File: src/rtl/nts_api_master.sv
`default_nettype none
// ============================================================================
// Module      : nts_api_master
// Description : Single-outstanding request/response bridge onto the NTS engine
//               API. A request is captured in IDLE, issued as a one-cycle chip
//               select, and its completion is returned on a held response
//               channel.
//               Optional feature macro: NTS_API_MASTER_TIMEOUT_EN abandons
//               a transaction after TIMEOUT_CYCLES WAIT cycles and reports
//               o_rsp_error.
// Revision    : 1.0 - initial release
// ============================================================================
module nts_api_master #(
    parameter logic [15:0] TIMEOUT_CYCLES = 16'd1024
) (
    input  logic        i_clk,
    input  logic        i_areset_n,
    input  logic        i_req_valid,
    output logic        o_req_ready,
    input  logic        i_req_we,
    input  logic [11:0] i_req_address,
    input  logic [31:0] i_req_write_data,
    output logic        o_rsp_valid,
    input  logic        i_rsp_ready,
    output logic [31:0] o_rsp_read_data,
    output logic        o_rsp_error,
    output logic        o_api_cs,
    output logic        o_api_we,
    output logic [11:0] o_api_address,
    output logic [31:0] o_api_write_data,
    input  logic [31:0] i_api_read_data,
    input  logic        i_api_read_data_valid,
    input  logic        i_api_busy,
    output logic        o_busy
);

    typedef enum logic [1:0] {
        ST_IDLE  = 2'd0,
        ST_ISSUE = 2'd1,
        ST_WAIT  = 2'd2,
        ST_RESP  = 2'd3
    } state_t;

    state_t      state;
    state_t      next_state;
    logic        accept;
    logic        complete;
    logic        expire;
    logic        api_we_q;
    logic [11:0] api_address_q;
    logic [31:0] api_write_data_q;
    logic [31:0] rsp_read_data_q;

    // Ready is gated by reset so the requester sees 0 while reset is held.
    assign o_req_ready = i_areset_n && (state == ST_IDLE) && !i_api_busy;
    assign accept      = (state == ST_IDLE) && i_req_valid && !i_api_busy;
    assign complete    = (state == ST_WAIT) && i_api_read_data_valid;

    assign o_busy           = (state != ST_IDLE);
    assign o_api_cs         = (state == ST_ISSUE);
    assign o_rsp_valid      = (state == ST_RESP);
    assign o_api_we         = api_we_q;
    assign o_api_address    = api_address_q;
    assign o_api_write_data = api_write_data_q;
    assign o_rsp_read_data  = rsp_read_data_q;

`ifdef NTS_API_MASTER_TIMEOUT_EN
    logic [15:0] wait_cnt;
    logic        rsp_error_q;

    // Count WAIT cycles; cleared in ISSUE so it reads 0 on the first WAIT cycle.
    always_ff @(posedge i_clk or negedge i_areset_n) begin
        if (!i_areset_n) begin
            wait_cnt <= 16'd0;
        end else if (state == ST_ISSUE) begin
            wait_cnt <= 16'd0;
        end else if (state == ST_WAIT) begin
            wait_cnt <= wait_cnt + 16'd1;
        end
    end

    // Expiry on the last allowed WAIT cycle; a completion in that cycle wins.
    assign expire = (state == ST_WAIT) && !i_api_read_data_valid &&
                    (wait_cnt == (TIMEOUT_CYCLES - 16'd1));

    // Error flag is latched alongside the response data.
    always_ff @(posedge i_clk or negedge i_areset_n) begin
        if (!i_areset_n) begin
            rsp_error_q <= 1'b0;
        end else if (complete) begin
            rsp_error_q <= 1'b0;
        end else if (expire) begin
            rsp_error_q <= 1'b1;
        end
    end

    assign o_rsp_error = rsp_error_q;
`else
    assign expire      = 1'b0;
    assign o_rsp_error = 1'b0;
`endif

    // State register.
    always_ff @(posedge i_clk or negedge i_areset_n) begin
        if (!i_areset_n) begin
            state <= ST_IDLE;
        end else begin
            state <= next_state;
        end
    end

    // Next-state decode.
    always_comb begin
        next_state = state;
        case (state)
            ST_IDLE:  if (accept) next_state = ST_ISSUE;
            ST_ISSUE: next_state = ST_WAIT;
            ST_WAIT:  if (complete || expire) next_state = ST_RESP;
            ST_RESP:  if (i_rsp_ready) next_state = ST_IDLE;
            default:  next_state = ST_IDLE;
        endcase
    end

    // Capture the request; the API bus holds these until the next acceptance.
    always_ff @(posedge i_clk or negedge i_areset_n) begin
        if (!i_areset_n) begin
            api_we_q         <= 1'b0;
            api_address_q    <= 12'd0;
            api_write_data_q <= 32'd0;
        end else if (accept) begin
            api_we_q         <= i_req_we;
            api_address_q    <= i_req_address;
            api_write_data_q <= i_req_write_data;
        end
    end

    // Response data: read data for reads, zero for writes and timeouts.
    always_ff @(posedge i_clk or negedge i_areset_n) begin
        if (!i_areset_n) begin
            rsp_read_data_q <= 32'd0;
        end else if (complete) begin
            rsp_read_data_q <= api_we_q ? 32'd0 : i_api_read_data;
        end else if (expire) begin
            rsp_read_data_q <= 32'd0;
        end
    end

endmodule
`default_nettype wire
File: config.mk
export PLATFORM = sky130hd
export DESIGN_NAME = nts_api_master
export DESIGN_NICKNAME = d
export VERILOG_FILES = /design/src/rtl/nts_api_master.sv
export SDC_FILE = /design/constraint.sdc
export NUM_CORES = 1
export LEC_CHECK = 0
export CAP_MARGIN = 20
export CORE_MARGIN = 4
export CORE_UTILIZATION = 41
export CTS_BUF_LIST = sky130_fd_sc_hd__clkbuf_8 sky130_fd_sc_hd__clkbuf_16
export DETAILED_ROUTE_END_ITERATION = 7
export HOLD_SLACK_MARGIN = 0.08
export PLACE_DENSITY = 0.81
export SETUP_SLACK_MARGIN = 0.5
export SLEW_MARGIN = 15
export SYNTH_ARGS = -nofsm -noshare
export SYNTH_HDL_FRONTEND = slang
export SYNTH_SLANG_ARGS = --single-unit
File: constraint.sdc
create_clock -name i_clk -period 2 [get_ports i_clk]
set_clock_uncertainty 0.2 [all_clocks]
set_input_delay 0.5 -clock i_clk [delete_from_list [all_inputs] [get_ports i_clk]]
set_output_delay 0.5 -clock i_clk [all_outputs]
set_load 0.01 [all_outputs]
==> run summary, run 1 <==
====================================================================================
Result of the run                                                       finished, final reports clean
Max-cap violations                                                                 0
Filler Cell Count                                                                544
Cell Area, Synth                                                        0.003378 sq mm
Leading cell types by count after synthesis                             sky130_fd_sc_hd__dfrtp_1 (79), sky130_fd_sc_hd__mux2_4 (40), sky130_fd_sc_hd__nand2_1 (33), sky130_fd_sc_hd__nand2b_1 (33), sky130_fd_sc_hd__o21ai_0 (32)
Die Span Y                                                                  98.77 um
Row Count                                                                         32
Detailed-route DRC error count                                                     0
Post-synthesis cell type with the largest combined area                 sky130_fd_sc_hd__dfrtp_1
DRC marker count from the first detailed-route iteration                          57
Post-layout net count                                                            583
Fraction of post-synthesis cell area in the top cell type by area             0.5852
Final cycle utilization of the critical path                                  0.9949
Most numerous cell in the Yosys netlist                                 sky130_fd_sc_hd__dfrtp_1
Cells along the critical path                                           inv_2, ha_4, inv_2, nor3b_2, buf_2
Cell variety after synth                                                          18
Delay of the slowest cell on the worst path                                  0.40 ns
Achievable clock frequency                                                 502.6 MHz
Diodes inserted                                                                    0
Arrival time of data at the critical path endpoint                           1.29 ns
Biggest area contributors in the synthesized netlist                    sky130_fd_sc_hd__dfrtp_1 (59%), sky130_fd_sc_hd__mux2_4 (18%), sky130_fd_sc_hd__nand2b_1 (6.1%), sky130_fd_sc_hd__o21ai_0 (4.7%), sky130_fd_sc_hd__nand2_1 (3.7%)
Net count after synthesis                                                        339
Slew headroom                                                                 0.5189
Mean cell area of the mapped netlist                                     13.41 sq um
Share of final-layout standard cells stronger than drive strength 1           0.5250
Type of the worst setup path                                                 reg2out
Classification of the worst-slack hold path                                 in2async
Number of flip-flops and latches in the synthesized netlist                       79
Core area                                                               0.007888 sq mm
Number of synthesized flops with an enable pin                                     0
Required time reported for the critical path endpoint                        1.30 ns
Highest fanout seen on the critical path                                           2
Global-route wire length before repair                                      14940 um
Clk slew on worst S/H paths                                                  0.08 ns
Area growth from synthesis to final layout                                    77.11%
Avg WL per Cell                                                             16.55 um
Half-perimeter wire length of the detailed placement result                  6512 um
CTS Buffer Depth                                                                   2
Weighted congestion at the end of routability-driven global placement         0.7745
Via count of the routed design                                                  2819
Effective utilization at floorplan                                            0.4283
Fin cells                                                                        603
Maximum number of pins on one net before global-route repair                      80
Number of global-route vias before repair                                       2825
Capturing element type of the critical path                             primary output
RSZ-0062 raised after global routing                                             yes
Clock tree from TritonCTS                                                       done
Global-route usage over all layers                                            0.1956
Gate count of the mapped netlist                                                 252
Full die area                                                           0.009756 sq mm
Later-pin clock latency in the skew report                                   0.34 ns
Total wire length after detailed routing                                     9981 um
Post-Place Cells                                                                 521
Actual transition at the worst max-transition pin                          0.7192 ns
Root buffer cell                                                        sky130_fd_sc_hd__clkbuf_8
Worst ir drop on vdd                                                        788.1 uV
Count of nets left with antenna violations after detail routing                    0
Minimum clock period                                                        1.990 ns
CTS sink count                                                                    79
Residual overflow from global routing                                              0
Ys async rst share                                                             1.000
Via count normalized by instance count                                         4.675
Ports placed on the boundary                                                     165
Total of warnings raised by yosys                                                  0
Proportion of synthesized chip area in sequential cells                       0.5852
Max-slew violations                                                                0
Most frequent cell on the critical path                                 sky130_fd_sc_hd__inv_2
Number of setup violations in the final report                                     0
Final Hold Viols                                                                   0
Fraction of the core area covered by cells at the end of the flow             0.7586
Number of iterations in the first detailed-routing pass                            4
Number of H-tree levels                                                            3
PortBufs                                                                         163
Number of antenna violations at the first check in global routing                  1
CP Launch Type                                                                  flop
Number of clock buffers inserted by TritonCTS                                      9
Master of the slowest instance on the critical path                     sky130_fd_sc_hd__dfrtp_1
Leakage power                                                               2.990 nW
Synth Flop Type                                                         sky130_fd_sc_hd__dfrtp_1
Pwr/cell area                                                           1485 mW/mm^2
Die width                                                                   98.77 um
====================================================================================
## metal layers
layer,vias up,part of all wire,track usage
li1,1328,-,-
met5,-,0.0013,0
met2,102,0.54,0.3373
met3,20,0.069,0.06299
met1,1367,0.37,0.2249
met4,2,0.021,0.07668
## area by class of cell
class	count	area (sq um)	share of cell area
well taps	102	127.6	0.02133
flip-flops and latches	79	1977	0.3304
clock inverters	6	85.08	0.01422
clock buffers	10	137.6	0.02300
multi-input cells	154	1414	0.2363
inverters	4	15.01	0.002509
repair buffers	248	2227	0.3722
## cells by family after synthesis
| family | Yosys count | share of synthesized area |
|---|---|---|
| compound gates | 34 | 0.05333 |
| fa+ha+maj | 4 | 0.01482 |
| buf+inv | 19 | 0.04370 |
| flops | 79 | 0.5852 |
| mux | 46 | 0.1978 |
| other cells | 1 | 0.001110 |
| simple gates | 69 | 0.1041 |
## critical path: cells and delay by family, from the launching register on
family / cells / cell delay [ns]
DFF: 1 / 0.40
buffers and inverters: 3 / 0.27
adders and majority gates: 1 / 0.14
and+or+nand+nor: 1 / 0.14
## what timing repair did
action                                 4_1_cts  5_1_grt
cloned                                       2        1
buffers inserted                            37       24
endpoints found under the hold margin        0       16
hold buffers                                 0        1
pin swaps                                    1        7
setup endpoints to repair                  160      160
resized for setup                          366       59
## final timing paths
path,startpoint,end,slack (ns),depth (start not counted)
min,i_areset_n,o_rsp_read_data[11],0.07,3
min reg2reg,o_rsp_read_data[12],o_rsp_read_data[12],0.29,2
max,state[0],o_req_ready,0.01,5
max reg2reg,state[0],o_api_write_data[31],0.07,8
max in group asynchronous,i_areset_n,o_rsp_read_data[1],0.46,3
min in group i_clk,o_rsp_read_data[12],o_rsp_read_data[12],0.29,2
## power breakdown
group	internal (mW)	switching, mW	total [mW]	leakage [nW]
Clock	0.733	0.575	1.31	0.114
Sequential	2.34	0.444	2.78	0.974
Combinational	2.95	1.84	4.79	1.90
## registers in the layout (all words and copies together), names as in the netlist
name	count
o_rsp_read_data	32
o_api_write_data	32
state	2
o_api_address	12
o_api_we	1
## metrics by stage
stage          hold slack [ns]  total power, mW  cell area [sq um]  worst slack [ns]   TNS [ns]
3_5_place_dp            0.2707            6.745               5224           -0.3960     -7.231
6_report               0.06809            8.885               5983           0.01018          0
5_1_grt                0.08117            9.437               5983          -0.06545   -0.06621
4_1_cts                 0.2663            8.232               5578         -0.007613  -0.007613
3_3_place_gp            0.2596            6.616               5224           -0.3733     -6.562
2_1_floorplan         0.004409            4.599               3412            0.3773          0
## placed cells by master (no fill, tap or decap), types with 2 or more instances in the layout
master / instances
sky130_fd_sc_hd__buf_12: 5
sky130_fd_sc_hd__buf_16: 3
sky130_fd_sc_hd__buf_2: 52
sky130_fd_sc_hd__buf_4: 69
sky130_fd_sc_hd__buf_6: 32
sky130_fd_sc_hd__buf_8: 4
sky130_fd_sc_hd__bufinv_16: 2
sky130_fd_sc_hd__clkbuf_8: 10
sky130_fd_sc_hd__clkdlybuf4s50_1: 81
sky130_fd_sc_hd__dfrtp_1: 79
sky130_fd_sc_hd__ha_4: 3
sky130_fd_sc_hd__inv_1: 2
sky130_fd_sc_hd__inv_2: 3
sky130_fd_sc_hd__mux2_2: 4
sky130_fd_sc_hd__mux2_4: 42
sky130_fd_sc_hd__nand2_1: 16
sky130_fd_sc_hd__nand2_2: 16
sky130_fd_sc_hd__nand2b_1: 33
sky130_fd_sc_hd__o21ai_0: 10
sky130_fd_sc_hd__o21ai_1: 13
sky130_fd_sc_hd__o21ai_2: 9
Note: power is estimated with default switching activity, not from simulation.
==> run 2, diff against run 1 <==
--- a/config.mk
+++ b/config.mk
@@ -5,6 +5,7 @@
 export SDC_FILE = /design/constraint.sdc
 export NUM_CORES = 1
 export LEC_CHECK = 0
+export ABC_CLOCK_PERIOD_IN_PS = 1900
 export CAP_MARGIN = 20
 export CORE_MARGIN = 4
 export CORE_UTILIZATION = 41
@@ -12,6 +13,7 @@
 export DETAILED_ROUTE_END_ITERATION = 7
 export HOLD_SLACK_MARGIN = 0.08
 export PLACE_DENSITY = 0.81
+export REMOVE_ABC_BUFFERS = 1
 export SETUP_SLACK_MARGIN = 0.5
 export SLEW_MARGIN = 15
 export SYNTH_ARGS = -nofsm -noshare
==> constraint.sdc (replaced) <==
create_clock -name i_clk -period 1.9 [get_ports i_clk]
set_clock_uncertainty 0.2 [all_clocks]
set_input_delay 0.475 -clock i_clk [delete_from_list [all_inputs] [get_ports i_clk]]
set_output_delay 0.475 -clock i_clk [all_outputs]
set_load 0.01 [all_outputs]
==> run summary, run 2 (synthesis gave the netlist of run 1 again) <==
====================================================================================
Result of the run                                                       finished, violations left   was finished, final reports clean
Violations in the final reports                                         hold timing, setup timing
Register area                                                           0.001977 sq mm   unchanged
Avg WL per Cell                                                             19.55 um   was 16.55 um
Smallest hold slack                                                       -0.1083 ns   was 0.06809 ns
Buffers and inverters on the worst path                                            3   unchanged
Detailed-route DRC error count                                                     0   unchanged
Leakage power                                                               3.086 nW   was 2.990 nW
Final instance area                                                     0.006133 sq mm   was 0.005983 sq mm
Final cycle utilization of the critical path                                   1.042
Delay of the slowest cell on the worst path                                  0.39 ns   was 0.40 ns
Summed negative setup slack over all endpoints                            -0.1572 ns   was 0 ns
Internal power                                                              6.569 mW   was 6.026 mW
CTS sink count                                                                    79   unchanged
CP Launch Type                                                                  flop   unchanged
Most common cell after layout, fill and taps aside                      sky130_fd_sc_hd__clkdlybuf4s50_1   unchanged
Arrival time of data at the critical path endpoint                           1.30 ns   was 1.29 ns
Global-route usage over all layers                                            0.2139   was 0.1956
Later-pin clock latency in the skew report                                   0.36 ns   was 0.34 ns
Sequential cell fraction of total power                                        0.305   was 0.313
Classification of the worst-slack hold path                                 in2async   unchanged
Post-layout net count                                                            587   was 583
Global routing usage on met2                                                  0.3616   was 0.3373
Required time reported for the critical path endpoint                        1.22 ns   was 1.30 ns
Post-place instance area                                                0.005240 sq mm   was 0.005224 sq mm
Gr busiest metal                                                                met2   unchanged
Number of clock buffers inserted by TritonCTS                                      9   unchanged
Master of the slowest instance on the critical path                     sky130_fd_sc_hd__dfrtp_1   unchanged
Number of global-route vias before repair                                       2996   was 2825
Number of setup violations in the final report                                     3   was 0
Logic pwr share                                                                0.555   was 0.540
Via count of the routed design                                                  2900   was 2819
Post-Place Cells                                                                 520   was 521
Number of iterations in the first detailed-routing pass                            4   unchanged
Switching share of power                                                      0.3312   was 0.3217
RSZ-0062 raised after global routing                                             yes   unchanged
Count of nets left with antenna violations after detail routing                    0   unchanged
Highest-count cells in the layout ignoring fill and taps                sky130_fd_sc_hd__clkdlybuf4s50_1 (81), sky130_fd_sc_hd__dfrtp_1 (79), sky130_fd_sc_hd__buf_4 (69)   unchanged
Core area                                                               0.007888 sq mm   unchanged
Net Switching                                                               3.253 mW   was 2.858 mW
Minimum clock period                                                        1.979 ns
Effective utilization at floorplan                                            0.4283   unchanged
Total wire length after detailed routing                                    11870 um   was 9981 um
Row Count                                                                         32   unchanged
Area growth from synthesis to final layout                                    81.56%   was 77.11%
Fin cells                                                                        607   was 603
Number of antenna violations at the first check in global routing                  0   was 1
Die width                                                                   98.77 um   unchanged
Max-cap violations                                                                 0   unchanged
Total design power                                                          9.821 mW   was 8.885 mW
Residual overflow from global routing                                              0   unchanged
Type of the worst setup path                                                 reg2out   unchanged
CTS Buffer Depth                                                                   2   unchanged
Ports placed on the boundary                                                     165   unchanged
Via count normalized by instance count                                         4.778   was 4.675
Global-route wire length before repair                                      16190 um   was 14940 um
Weighted congestion at the end of routability-driven global placement         0.8359   was 0.7745
Largest delay share family, worst path                                    flip-flops   unchanged
Maximum number of pins on one net before global-route repair                      80   unchanged
Final Hold Viols                                                                  24   was 0
Highest fanout seen on the critical path                                           2   unchanged
Cells along the critical path                                           inv_2, ha_4, inv_2, nor3b_2, buf_2   unchanged
Relative contribution of the clock network to total power                      0.140   was 0.147
Share of final-layout standard cells stronger than drive strength 1           0.5069   was 0.5250
Full die area                                                           0.009756 sq mm   unchanged
Clock tree from TritonCTS                                                       done   unchanged
Diodes inserted                                                                    0   unchanged
CTS hold repair buffers                                                            0   unchanged
Achievable clock frequency                                                 505.3 MHz
Root buffer cell                                                        sky130_fd_sc_hd__clkbuf_8   unchanged
Pwr/cell area                                                           1601 mW/mm^2   was 1485 mW/mm^2
Worst ir drop on vdd                                                        828.0 uV   was 788.1 uV
Met3 Track Usage GR                                                          0.09059   was 0.06299
Max-slew violations                                                                0   unchanged
Clk slew on worst S/H paths                                                  0.09 ns   was 0.08 ns
PortBufs                                                                         163   unchanged
Filler Cell Count                                                                479   was 544
Met1 Usage GRT                                                                0.2508   was 0.2249
DRC marker count from the first detailed-route iteration                          37   was 57
Fraction of the core area covered by cells at the end of the flow             0.7776   was 0.7586
Number of H-tree levels                                                            3   unchanged
Post-route worst setup slack                                             -0.07891 ns   was 0.01018 ns
Half-perimeter wire length of the detailed placement result                  6726 um   was 6512 um
Multi-input gate area in the final layout                               0.001400 sq mm   was 0.001414 sq mm
Capturing element type of the critical path                             primary output   unchanged
Most frequent cell on the critical path                                 sky130_fd_sc_hd__inv_2   unchanged
Die Span Y                                                                  98.77 um   unchanged
====================================================================================
==> run 2: cell types whose count changed in the layout (fill, tap and decap cells not counted), moves of 2 or more <==
cell,delta
sky130_fd_sc_hd__buf_6,+4
sky130_fd_sc_hd__mux2_4,+4
sky130_fd_sc_hd__nand2_2,-11
sky130_fd_sc_hd__buf_16,+2
sky130_fd_sc_hd__buf_2,-7
sky130_fd_sc_hd__mux2_2,-4
sky130_fd_sc_hd__o21ai_1,+4
sky130_fd_sc_hd__buf_8,-3
sky130_fd_sc_hd__o21ai_0,-4
sky130_fd_sc_hd__buf_12,+4
sky130_fd_sc_hd__clkbuf_16,+3
sky130_fd_sc_hd__nand2_1,+11
==> run 2: power groups by stage <==
stage,Combinational [mW],Sequential (mW),Clock [mW]
floorplan,1.44,3.28,0
global placement,4.09,2.88,0
detailed placement,4.19,2.93,0
CTS,4.49,2.89,1.39
global route,5.81,3.07,1.48
finish,5.45,3.00,1.38
==> run 2: final cells by class <==
cell class,count,share of cell area
clock inverter,7,0.01448
tap,102,0.02081
multi-input combinational,155,0.2283
inverter,4,0.002448
sequential,79,0.3223
timing repair buffer,251,0.3915
clock buffer,9,0.02020
==> run 2: worst paths after layout <==
kind	depth (start not counted)	start	slack (ns)	end
min	2	i_areset_n	-0.11	o_api_write_data[23]
min in group i_clk	2	o_rsp_read_data[17]	0.29	o_rsp_read_data[17]
max reg2reg	7	state[0]	0.08	o_api_write_data[10]
max	5	state[1]	-0.08	o_req_ready
max in group asynchronous	3	i_areset_n	1.02	o_rsp_read_data[7]
min reg2reg	2	o_rsp_read_data[17]	0.29	o_rsp_read_data[17]
==> run 2: what timing repair did <==
| item | CTS | global route |
|---|---|---|
| hold endpoints to repair | 0 | 24 |
| gates resized for setup | 384 | 43 |
| cloned | 4 | 6 |
| setup buffers | 29 | 31 |
| pin swaps | 2 | 2 |
| endpoints found under the setup margin | 160 | 160 |
==> run 2: worst reg2reg max path: stages (launching register included) <==
cell and delay (ns):
sky130_fd_sc_hd__dfrtp_1 0.38, sky130_fd_sc_hd__inv_2 0.06, sky130_fd_sc_hd__ha_4 0.15, sky130_fd_sc_hd__buf_4 0.14, sky130_fd_sc_hd__nand3b_1 0.12, sky130_fd_sc_hd__buf_12 0.18, sky130_fd_sc_hd__buf_12 0.16, sky130_fd_sc_hd__mux2_4 0.31
==> run 2: metal layers <==
metal | wire length, um | share of wire
met3 | 1037 | 0.087
met5 | 0 | 0
met2 | 6012 | 0.51
met1 | 4661 | 0.39
met4 | 154 | 0.013
==> run 2: through the flow <==
stage	hold WS [ns]	worst slack [ns]
2_1_floorplan	-0.02059	-1.451
3_3_place_gp	0.2631	-0.4315
3_5_place_dp	0.2691	-0.4353
4_1_cts	0.1998	-0.09495
5_1_grt	-0.09312	-0.1446
6_report	-0.1083	-0.07891
==> run 3, diff against run 2 <==
--- a/config.mk
+++ b/config.mk
@@ -7,7 +7,6 @@
 export LEC_CHECK = 0
 export ABC_CLOCK_PERIOD_IN_PS = 1900
 export CAP_MARGIN = 20
-export CORE_MARGIN = 4
 export CORE_UTILIZATION = 41
 export CTS_BUF_LIST = sky130_fd_sc_hd__clkbuf_8 sky130_fd_sc_hd__clkbuf_16
 export DETAILED_ROUTE_END_ITERATION = 7
@@ -15,7 +14,7 @@
 export PLACE_DENSITY = 0.81
 export REMOVE_ABC_BUFFERS = 1
 export SETUP_SLACK_MARGIN = 0.5
-export SLEW_MARGIN = 15
+export SLEW_MARGIN = 5
 export SYNTH_ARGS = -nofsm -noshare
 export SYNTH_HDL_FRONTEND = slang
 export SYNTH_SLANG_ARGS = --single-unit
==> run summary, run 3 (synthesis gave the netlist of run 1 again) <==
====================================================================================
Number of H-tree levels                                                            3   unchanged
Post-route worst setup slack                                             -0.04661 ns   was -0.07891 ns
Number of iterations in the first detailed-routing pass                            4   unchanged
Number of clock buffers inserted by TritonCTS                                      9   unchanged
Row Count                                                                         32   unchanged
Leakage power                                                               3.135 nW   was 3.086 nW
Post-layout net count                                                            591   was 587
RSZ-0062 raised after global routing                                             yes   unchanged
Result of the run                                                       finished, violations left   unchanged
Fin cells                                                                        610   was 607
Violations in the final reports                                         setup timing   was hold timing, setup timing
Largest delay share family, worst path                                    flip-flops   unchanged
Master of the slowest instance on the critical path                     sky130_fd_sc_hd__dfrtp_1   unchanged
PortBufs                                                                         163   unchanged
Buffers and inverters on the worst path                                            3   unchanged
Total design power                                                          9.698 mW   was 9.821 mW
Final Hold Viols                                                                   0   was 24
Weighted congestion at the end of routability-driven global placement         0.7363   was 0.8359
Max-slew violations                                                                0   unchanged
Clk slew on worst S/H paths                                                  0.09 ns   about the same
Diodes inserted                                                                    0   unchanged
Root buffer cell                                                        sky130_fd_sc_hd__clkbuf_8   unchanged
Most common cell after layout, fill and taps aside                      sky130_fd_sc_hd__clkdlybuf4s50_1   unchanged
Final instance area                                                     0.006167 sq mm   was 0.006133 sq mm
Slew headroom                                                                 0.6530
Half-perimeter wire length of the detailed placement result                  6272 um   was 6726 um
CP Launch Type                                                                  flop   unchanged
Post-place instance area                                                0.005180 sq mm   was 0.005240 sq mm
Avg WL per Cell                                                             19.80 um   was 19.55 um
Detailed-route DRC error count                                                     0   unchanged
CTS sink count                                                                    79   unchanged
Area growth from synthesis to final layout                                    82.56%   was 81.56%
Full die area                                                           0.008606 sq mm   was 0.009756 sq mm
Delay of the slowest cell on the worst path                                  0.40 ns   was 0.39 ns
Number of setup violations in the final report                                    27   was 3
Count of nets left with antenna violations after detail routing                    0   unchanged
Via count of the routed design                                                  2945   was 2900
Later-pin clock latency in the skew report                                   0.34 ns   was 0.36 ns
CTS Buffer Depth                                                                   2   unchanged
Global-route usage over all layers                                            0.2579   was 0.2139
Arrival time of data at the critical path endpoint                           1.27 ns   was 1.30 ns
Highest-count cells in the layout ignoring fill and taps                sky130_fd_sc_hd__clkdlybuf4s50_1 (81), sky130_fd_sc_hd__dfrtp_1 (79), sky130_fd_sc_hd__buf_4 (68)   was sky130_fd_sc_hd__clkdlybuf4s50_1 (81), sky130_fd_sc_hd__dfrtp_1 (79), sky130_fd_sc_hd__buf_4 (69)
Share of final-layout standard cells stronger than drive strength 1           0.5020   was 0.5069
Final cycle utilization of the critical path                                   1.025   was 1.042
Required time reported for the critical path endpoint                        1.22 ns   about the same
Max-cap violations                                                                 0   unchanged
DRC marker count from the first detailed-route iteration                          47   was 37
Ports placed on the boundary                                                     165   unchanged
Maximum number of pins on one net before global-route repair                      80   unchanged
Summed negative setup slack over all endpoints                            -0.5888 ns   was -0.1572 ns
Number of global-route vias before repair                                       3003   was 2996
Fraction of the core area covered by cells at the end of the flow             0.7859   was 0.7776
Residual overflow from global routing                                              0   unchanged
Die Span Y                                                                  92.77 um   was 98.77 um
Clock tree from TritonCTS                                                       done   unchanged
Actual transition at the worst max-transition pin                          0.5205 ns
Cells along the critical path                                           inv_2, ha_4, inv_2, nor3b_2, buf_2   unchanged
Die width                                                                   92.77 um   was 98.77 um
Global-route wire length before repair                                      16650 um   was 16190 um
Post-Place Worst Slack                                                    -0.4270 ns   was -0.4353 ns
Worst ir drop on vdd                                                        608.4 uV   was 828.0 uV
Core area                                                               0.007848 sq mm   was 0.007888 sq mm
CTS hold repair buffers                                                            0   unchanged
Number of antenna violations at the first check in global routing                  0   unchanged
Achievable clock frequency                                                 513.7 MHz   was 505.3 MHz
Total wire length after detailed routing                                    12080 um   was 11870 um
Pwr/cell area                                                           1573 mW/mm^2   was 1601 mW/mm^2
Capturing element type of the critical path                             primary output   unchanged
Most frequent cell on the critical path                                 sky130_fd_sc_hd__inv_2   unchanged
Classification of the worst-slack hold path                                 in2async   unchanged
Post-Place Cells                                                                 517   was 520
Via count normalized by instance count                                         4.828   was 4.778
Smallest hold slack                                                       0.02153 ns   was -0.1083 ns
Highest fanout seen on the critical path                                           2   unchanged
Type of the worst setup path                                                 reg2out   unchanged
Effective utilization at floorplan                                            0.4305   was 0.4283
Minimum clock period                                                        1.947 ns   was 1.979 ns
====================================================================================
[run 3: what timing repair did]
item | 4_1_cts | 5_1_grt
gates resized for setup | 389 | 25
endpoints found under the setup margin | 160 | 160
gates cloned | 11 | 0
setup buffers | 37 | 29
pin swaps | 2 | 5
hold endpoints to repair | 0 | 38
[run 3: final cells by class]
type	count	area, sq um
clock buffers	9	123.9
clock inverters	6	53.80
fillers	457	1680
inverters	4	15.01
multi-input cells	154	1369
flip-flops and latches	79	1977
well taps	102	127.6
repair buffers	256	2501
[run 3: final timing paths]
check,start,cells past startpoint,to,slack [ns]
setup / recovery,state[1],5,o_req_ready,-0.05
max in group asynchronous,i_areset_n,3,o_rsp_read_data[26],0.88
hold / removal,i_areset_n,2,o_api_write_data[5],0.02
setup reg to reg,state[1],7,o_api_address[2],-0.03
hold reg to reg,o_rsp_read_data[3],2,o_rsp_read_data[3],0.29
min in group i_clk,o_rsp_read_data[3],2,o_rsp_read_data[3],0.29
[run 3: metal layers]
metal,share of wire,global-route usage
met1,0.37,0.3016
met2,0.52,0.4467
met3,0.086,0.07061
met4,0.024,0.1013
met5,0,0
[run 3: power breakdown]
part	switching, mW	total [mW]	internal (mW)
sequential	0.520	2.98	2.46
combinational	2.11	5.50	3.40
clock	0.626	1.21	0.588
